$ cat src/rtl/serial_rx_pkg.sv
`default_nettype none
// +----------------------------------------------------------------------------+
// | serial_rx_pkg                                                              |
// | Shared constants and FSM state encoding for the FTDI serial receiver.      |
// | Revision: 1.0                                                              |
// +----------------------------------------------------------------------------+
package serial_rx_pkg;

  // 12 MHz / 115200 baud, rounded; shared with serial_tx
  localparam int c_baud_div_default = 104;

  // Extra high samples required in WAIT_IDLE before leaving it.
  // This covers the reset value still flushing out of the synchronizer.
  localparam int c_idle_settle = 2;

  typedef enum logic [2:0] {
    WAIT_IDLE = 3'd0,
    IDLE      = 3'd1,
    START     = 3'd2,
    DATA      = 3'd3,
    STOP      = 3'd4
  } rx_state_t;

endpackage
`default_nettype wire

$ cat src/rtl/serial_rx_sync.sv
`default_nettype none
// +----------------------------------------------------------------------------+
// | serial_sync                                                                |
// | Two-flop synchronizer for asynchronous serial control lines.               |
// | Output resets high, which is the idle level of the line.                   |
// | Revision: 1.0                                                              |
// +----------------------------------------------------------------------------+
module serial_sync (
  input  logic clk12,
  input  logic reset,
  input  logic async_in,
  output logic sync_out
);

  logic r_meta;
  logic r_sync;

  always_ff @(posedge clk12 or posedge reset) begin
    if (reset) begin
      r_meta <= 1'b1;
      r_sync <= 1'b1;
    end else begin
      r_meta <= async_in;
      r_sync <= r_meta;
    end
  end

  assign sync_out = r_sync;

endmodule
`default_nettype wire

$ cat src/rtl/serial_rx.sv
`default_nettype none
// +----------------------------------------------------------------------------+
// | serial_rx                                                                  |
// | 8N1 UART receiver, LSB first, with a one-byte valid/ack holding register.  |
// | Revision: 1.0                                                              |
// +----------------------------------------------------------------------------+
module serial_rx
  import serial_rx_pkg::*;
#(
  parameter int BAUD_DIV = c_baud_div_default,
  parameter int HALF_DIV = BAUD_DIV / 2
) (
  input  logic       clk12,
  input  logic       reset,
  input  logic       rx,
  output logic [7:0] rbyte,
  output logic       rbyte_valid,
  input  logic       rbyte_ack,
  output logic       framing_err,
  output logic       overrun,
  output logic       busy
);

  localparam int c_div_w = $clog2(BAUD_DIV);

  logic             w_rx_s;
  rx_state_t        r_state;
  logic [c_div_w-1:0] r_div;
  logic [2:0]       r_bit;
  logic [7:0]       r_shift;
  logic             r_rx_prev;

  serial_sync u_sync (
    .clk12    (clk12),
    .reset    (reset),
    .async_in (rx),
    .sync_out (w_rx_s)
  );

  always_ff @(posedge clk12 or posedge reset) begin
    if (reset) begin
      r_state     <= WAIT_IDLE;
      r_div       <= '0;
      r_bit       <= '0;
      r_shift     <= '0;
      r_rx_prev   <= 1'b1;
      rbyte       <= '0;
      rbyte_valid <= 1'b0;
      framing_err <= 1'b0;
      overrun     <= 1'b0;
      busy        <= 1'b1;
    end else begin
      framing_err <= 1'b0;
      overrun     <= 1'b0;
      r_rx_prev   <= w_rx_s;

      if (rbyte_valid && rbyte_ack)
        rbyte_valid <= 1'b0;

      case (r_state)
        WAIT_IDLE: begin
          if (!w_rx_s) begin
            r_div <= '0;
          end else if (r_div == c_div_w'(c_idle_settle)) begin
            r_state <= IDLE;
            r_div   <= '0;
            busy    <= 1'b0;
          end else begin
            r_div <= r_div + 1'b1;
          end
        end

        IDLE: begin
          if (r_rx_prev && !w_rx_s) begin
            r_state <= START;
            // the edge-detect cycle already counts toward the half bit
            r_div   <= c_div_w'(1);
            busy    <= 1'b1;
          end
        end

        START: begin
          if (r_div == c_div_w'(HALF_DIV - 1)) begin
            r_div <= '0;
            if (!w_rx_s) begin
              r_state <= DATA;
              r_bit   <= '0;
            end else begin
              r_state <= IDLE;
              busy    <= 1'b0;
            end
          end else begin
            r_div <= r_div + 1'b1;
          end
        end

        DATA: begin
          if (r_div == c_div_w'(BAUD_DIV - 1)) begin
            r_div   <= '0;
            r_shift <= {w_rx_s, r_shift[7:1]};
            if (r_bit == 3'd7)
              r_state <= STOP;
            else
              r_bit <= r_bit + 1'b1;
          end else begin
            r_div <= r_div + 1'b1;
          end
        end

        STOP: begin
          if (r_div == c_div_w'(BAUD_DIV - 1)) begin
            r_div <= '0;
            if (w_rx_s) begin
              r_state <= IDLE;
              busy    <= 1'b0;
              if (!rbyte_valid || rbyte_ack) begin
                rbyte       <= r_shift;
                rbyte_valid <= 1'b1;
              end else begin
                overrun <= 1'b1;
              end
            end else begin
              r_state     <= WAIT_IDLE;
              framing_err <= 1'b1;
            end
          end else begin
            r_div <= r_div + 1'b1;
          end
        end

        default: begin
          r_state <= WAIT_IDLE;
          r_div   <= '0;
          busy    <= 1'b1;
        end
      endcase
    end
  end

endmodule
`default_nettype wire

$ cat config.mk
export PLATFORM = sky130hd
export DESIGN_NAME = serial_rx
export DESIGN_NICKNAME = d
export VERILOG_FILES = /design/src/rtl/serial_rx_pkg.sv /design/src/rtl/serial_rx_sync.sv /design/src/rtl/serial_rx.sv
export SDC_FILE = /design/constraint.sdc
export NUM_CORES = 1
export LEC_CHECK = 0
export ABC_AREA = 1
export CELL_PAD_IN_SITES_DETAIL_PLACEMENT = 1
export CELL_PAD_IN_SITES_GLOBAL_PLACEMENT = 2
export CORE_MARGIN = 3
export CORE_UTILIZATION = 32
export CTS_BUF_LIST = sky130_fd_sc_hd__clkbuf_4 sky130_fd_sc_hd__clkbuf_8
export DETAILED_ROUTE_END_ITERATION = 8
export PLACE_DENSITY_LB_ADDON = 0.1
export SLEW_MARGIN = 5
export SYNTH_ARGS = -nofsm -noshare
export SYNTH_HDL_FRONTEND = slang
export SYNTH_SLANG_ARGS = --single-unit
$ cat constraint.sdc
create_clock -name clk12 -period 1.4 [get_ports clk12]
set_input_delay 0.28 -clock clk12 [delete_from_list [all_inputs] [get_ports clk12]]
set_output_delay 0.28 -clock clk12 [all_outputs]
set_load 0.05 [all_outputs]
==> run_results.csv <==
group,metric,value,unit
die,ios,16,
final_layout,syn2layout_area_growth,51.7,%
setup_path,startpoint_type,"flip-flop",
route,ant_nets,0,
final_layout,drive_above_1_share,46.1,%
clock_network,clock_latency,0.29,ns
yosys,synthDistinctLibCells,27,
route,viasPerCell,4.46,
route,vias,1627,
grt,antenna_found_initial,0,
clock_network,root_buffer,"clkbuf_8",
die,start_util,33.4,%
place,dp_hpwl,3.25,mm
yosys,synthesis.nets,233,
setup_path,cp-startpoint,"r_div[0]",
clock_network,path_clk_slew,0.08,ns
min_path,hold_path_class,"in2async",
clock_network,cts_max_path_buffers,2,
setup_path,path_cells,"ha_2 > inv_2 > nor2_4 > nand3_4 > nand2_2 > nand2_4 > nor2_4 > nand2_2 > nand2_1 > nand2_1",
place,place.gp.congestion,0.761,
die,core.rowCount,27,
sta,clock_skew,0.00976,ns
setup_path,crit_family,"simple AND/OR/NAND/NOR gates",
route,post-route-drc-count,0,
yosys,syn_avg_cell_area,8.31,um^2
die,die_width,82.3,um
sta,fmax,662,MHz
grt,grt_max_degree,37,
final_layout,final_cell_mix,"61 x nand2_1, 45 x buf_4, 31 x dfrtp_1",
sta,rsz0062_at_grt,"yes",
yosys,yosysSeqAreaShare,48.7,%
power_and_ir_drop,leakagePower,0.00135,uW
power_and_ir_drop,power.switching,1520,uW
setup_path,slowest_delay,0.43,ns
clock_network,cts.sinks,36,
clock_network,tritoncts,"built",
yosys,netlist_area,0.00186,mm^2
setup_path,crit_fanout,4,
setup_path,rr_endpoint,"r_state[0]",
yosys,synthCells,224,
setup_path,path_buf_inv,1,
clock_network,postCtsHoldBufs,0,
route,drtPass1Iterations,4,
sta,hold_slack,0.330,ns
setup_path,crit_end,"r_state[0]",
flow_run,max_cap_violations,0,
sta,worst_slack,-0.110,ns
setup_path,reg2reg_slack,-0.11,ns
final_layout,fillers,660,
grt,grt_pass1_wl,8.18,mm
final_layout,instances_no_fill,365,
power_and_ir_drop,powerDensity,1400,mW/mm^2
clock_network,numCtsBuffers,5,
setup_path,cp.required,1.58,ns
power_and_ir_drop,comb_power_share,47.4,%
clock_network,cts_max_level,2,
power_and_ir_drop,p_seq_share,32.3,%
grt,grt.total_usage,16.1,%
place,numPortBuffers,15,
sta,hold_violations,0,
final_layout,mostFrequentLayoutCell,"nand2_1",
sta,tightest_slew,0.346,ns
power_and_ir_drop,p_int,2420,uW
setup_path,crit_arrival,1.69,ns
setup_path,reg2reg_from,"r_div[0]",
yosys,ys_ff_latch,36,
power_and_ir_drop,p_sw_share,38.6,%
setup_path,reg2reg_depth,10,
setup_path,crit_type,"reg2reg",
die,coreArea,0.00557,mm^2
power_and_ir_drop,pwr-share-clk,20.4,%
outcome,status,"finished, violations left",
setup_path,crit_cells,10,
sta,slew_violations,0,
setup_path,crit_slowest_cell,"dfrtp_1",
sta,post-route-min-period,1.51,ns
place,dp.cells,342,
final_layout,fin_nets,301,
outcome,violations,"setup timing",
power_and_ir_drop,irDropWorstVdd,0.745,mV
sta,setup_violations,30,
final_layout,diodes,0,
yosys,yosysWarningCount,0,
route,drt_iter0_drc,57,
sta,fin_crit_sh,108,%
die,die_h,82.3,um
setup_path,end_kind,"flip-flop",
route,wirelength,4.78,mm
grt,grt_pass1_vias,1666,
die,die-area,0.00677,mm^2
sta,relSlewSlack,76.7,%
grt,overflow,0,
route,avgRoutedWirePerCell,13.1,um
[repair_timing]
action	CTS	global route
gates resized for setup	27	22
cloned	1	0
pin swaps	12	12
endpoints found under the setup margin	30	32
buffers inserted	11	3
[state kept, by name, indices dropped and copies added, names as in the netlist, 3 cells and up]
| signal | count |
|---|---|
| r_shift | 8 |
| rbyte | 8 |
| r_div | 7 |
| r_bit | 3 |
| r_state | 3 |
[worst register-to-register path, delay by kind of cell, from the launching register on]
kind	cells	cell delay (ns)
adder cells (fa/ha/maj)	1	0.21
buffers and inverters	1	0.06
flip-flops	1	0.43
AND/OR/NAND/NOR	8	0.70
[kinds of logic after synthesis]
group,count (synthesis),share of synthesized area [%]
AOI/OAI and AO/OA,25,8.60
xor gates and xnor gates,3,1.41
adders and majority gates,5,3.36
buffers and inverters,35,7.93
DFF,36,48.7
and+or+nand+nor,120,30.0
[power by group through the flow]
| stage | Combinational (uW) | Clock, uW | Sequential [uW] |
|---|---|---|---|
| 6_report | 1870 | 804 | 1270 |
| 5_1_grt | 2070 | 904 | 1290 |
| 4_1_cts | 1780 | 842 | 1270 |
| 3_5_place_dp | 1500 | 0 | 1290 |
| 3_3_place_gp | 1480 | 0 | 1280 |
| 2_1_floorplan | 847 | 0 | 1320 |
[synth_stat cells, drive strengths merged]
| cell type | n | share of area (%) |
|---|---|---|
| and2 | 2 | 0.67 |
| buf | 3 | 1.5 |
| dfrtp | 32 | 43 |
| dfstp | 4 | 5.6 |
| ha | 5 | 3.4 |
| inv | 32 | 6.5 |
| nand2 | 80 | 17 |
| nand3 | 13 | 5.0 |
| nand4 | 3 | 1.0 |
| nor2 | 19 | 5.2 |
| nor3 | 2 | 0.81 |
| o21ai | 24 | 8.3 |
| o22ai | 1 | 0.34 |
| or2 | 1 | 0.34 |
| xor2 | 3 | 1.4 |
[stage by stage]
step	utilization, %	worst slack, ns	instance area [um^2]	setup TNS (ns)	total power, uW
2_1_floorplan	-	0.00448	1870	0	2160
3_3_place_gp	44.3	-0.152	2470	-1.73	2760
3_5_place_dp	44.3	-0.179	2470	-2.88	2780
4_1_cts	49.2	-0.130	2740	-1.47	3890
5_1_grt	50.7	-0.223	2830	-4.94	4270
6_report	50.7	-0.110	2830	-1.74	3940
[how the worst min path moves through the flow]
stage | startpoint | endpoint | slack [ns] | cells after the start
floorplan | rx | u_sync.r_meta | 0.28 | 0
global placement | u_sync.r_meta | u_sync.sync_out | 0.35 | 0
detailed placement | u_sync.r_meta | u_sync.sync_out | 0.35 | 0
CTS | reset | r_div[2] | 0.33 | 3
global route | reset | r_shift[1] | 0.34 | 3
finish | reset | r_div[2] | 0.33 | 3
[layout make-up]
class                      count  area (um^2)  area share (%)
inverter                      32          120            4.25
sequential                    36          907            32.1
clock inverter                 2         13.8           0.487
timing repair buffer          63          651            23.0
clock buffer                   6         82.6            2.92
multi-input combinational    154          961            34.0
tap                           72         90.1            3.19
[layer usage]
layer | wire length, um | up-vias | global-route usage [%]
met5 | 0 | - | 0
met3 | 83 | 5 | 3.25
met2 | 2250 | 13 | 25.0
li1 | - | 837 | -
met1 | 2390 | 772 | 21.9
met4 | 59 | 0 | 5.98
No activity file was read; power rests on OpenSTA's default activity.
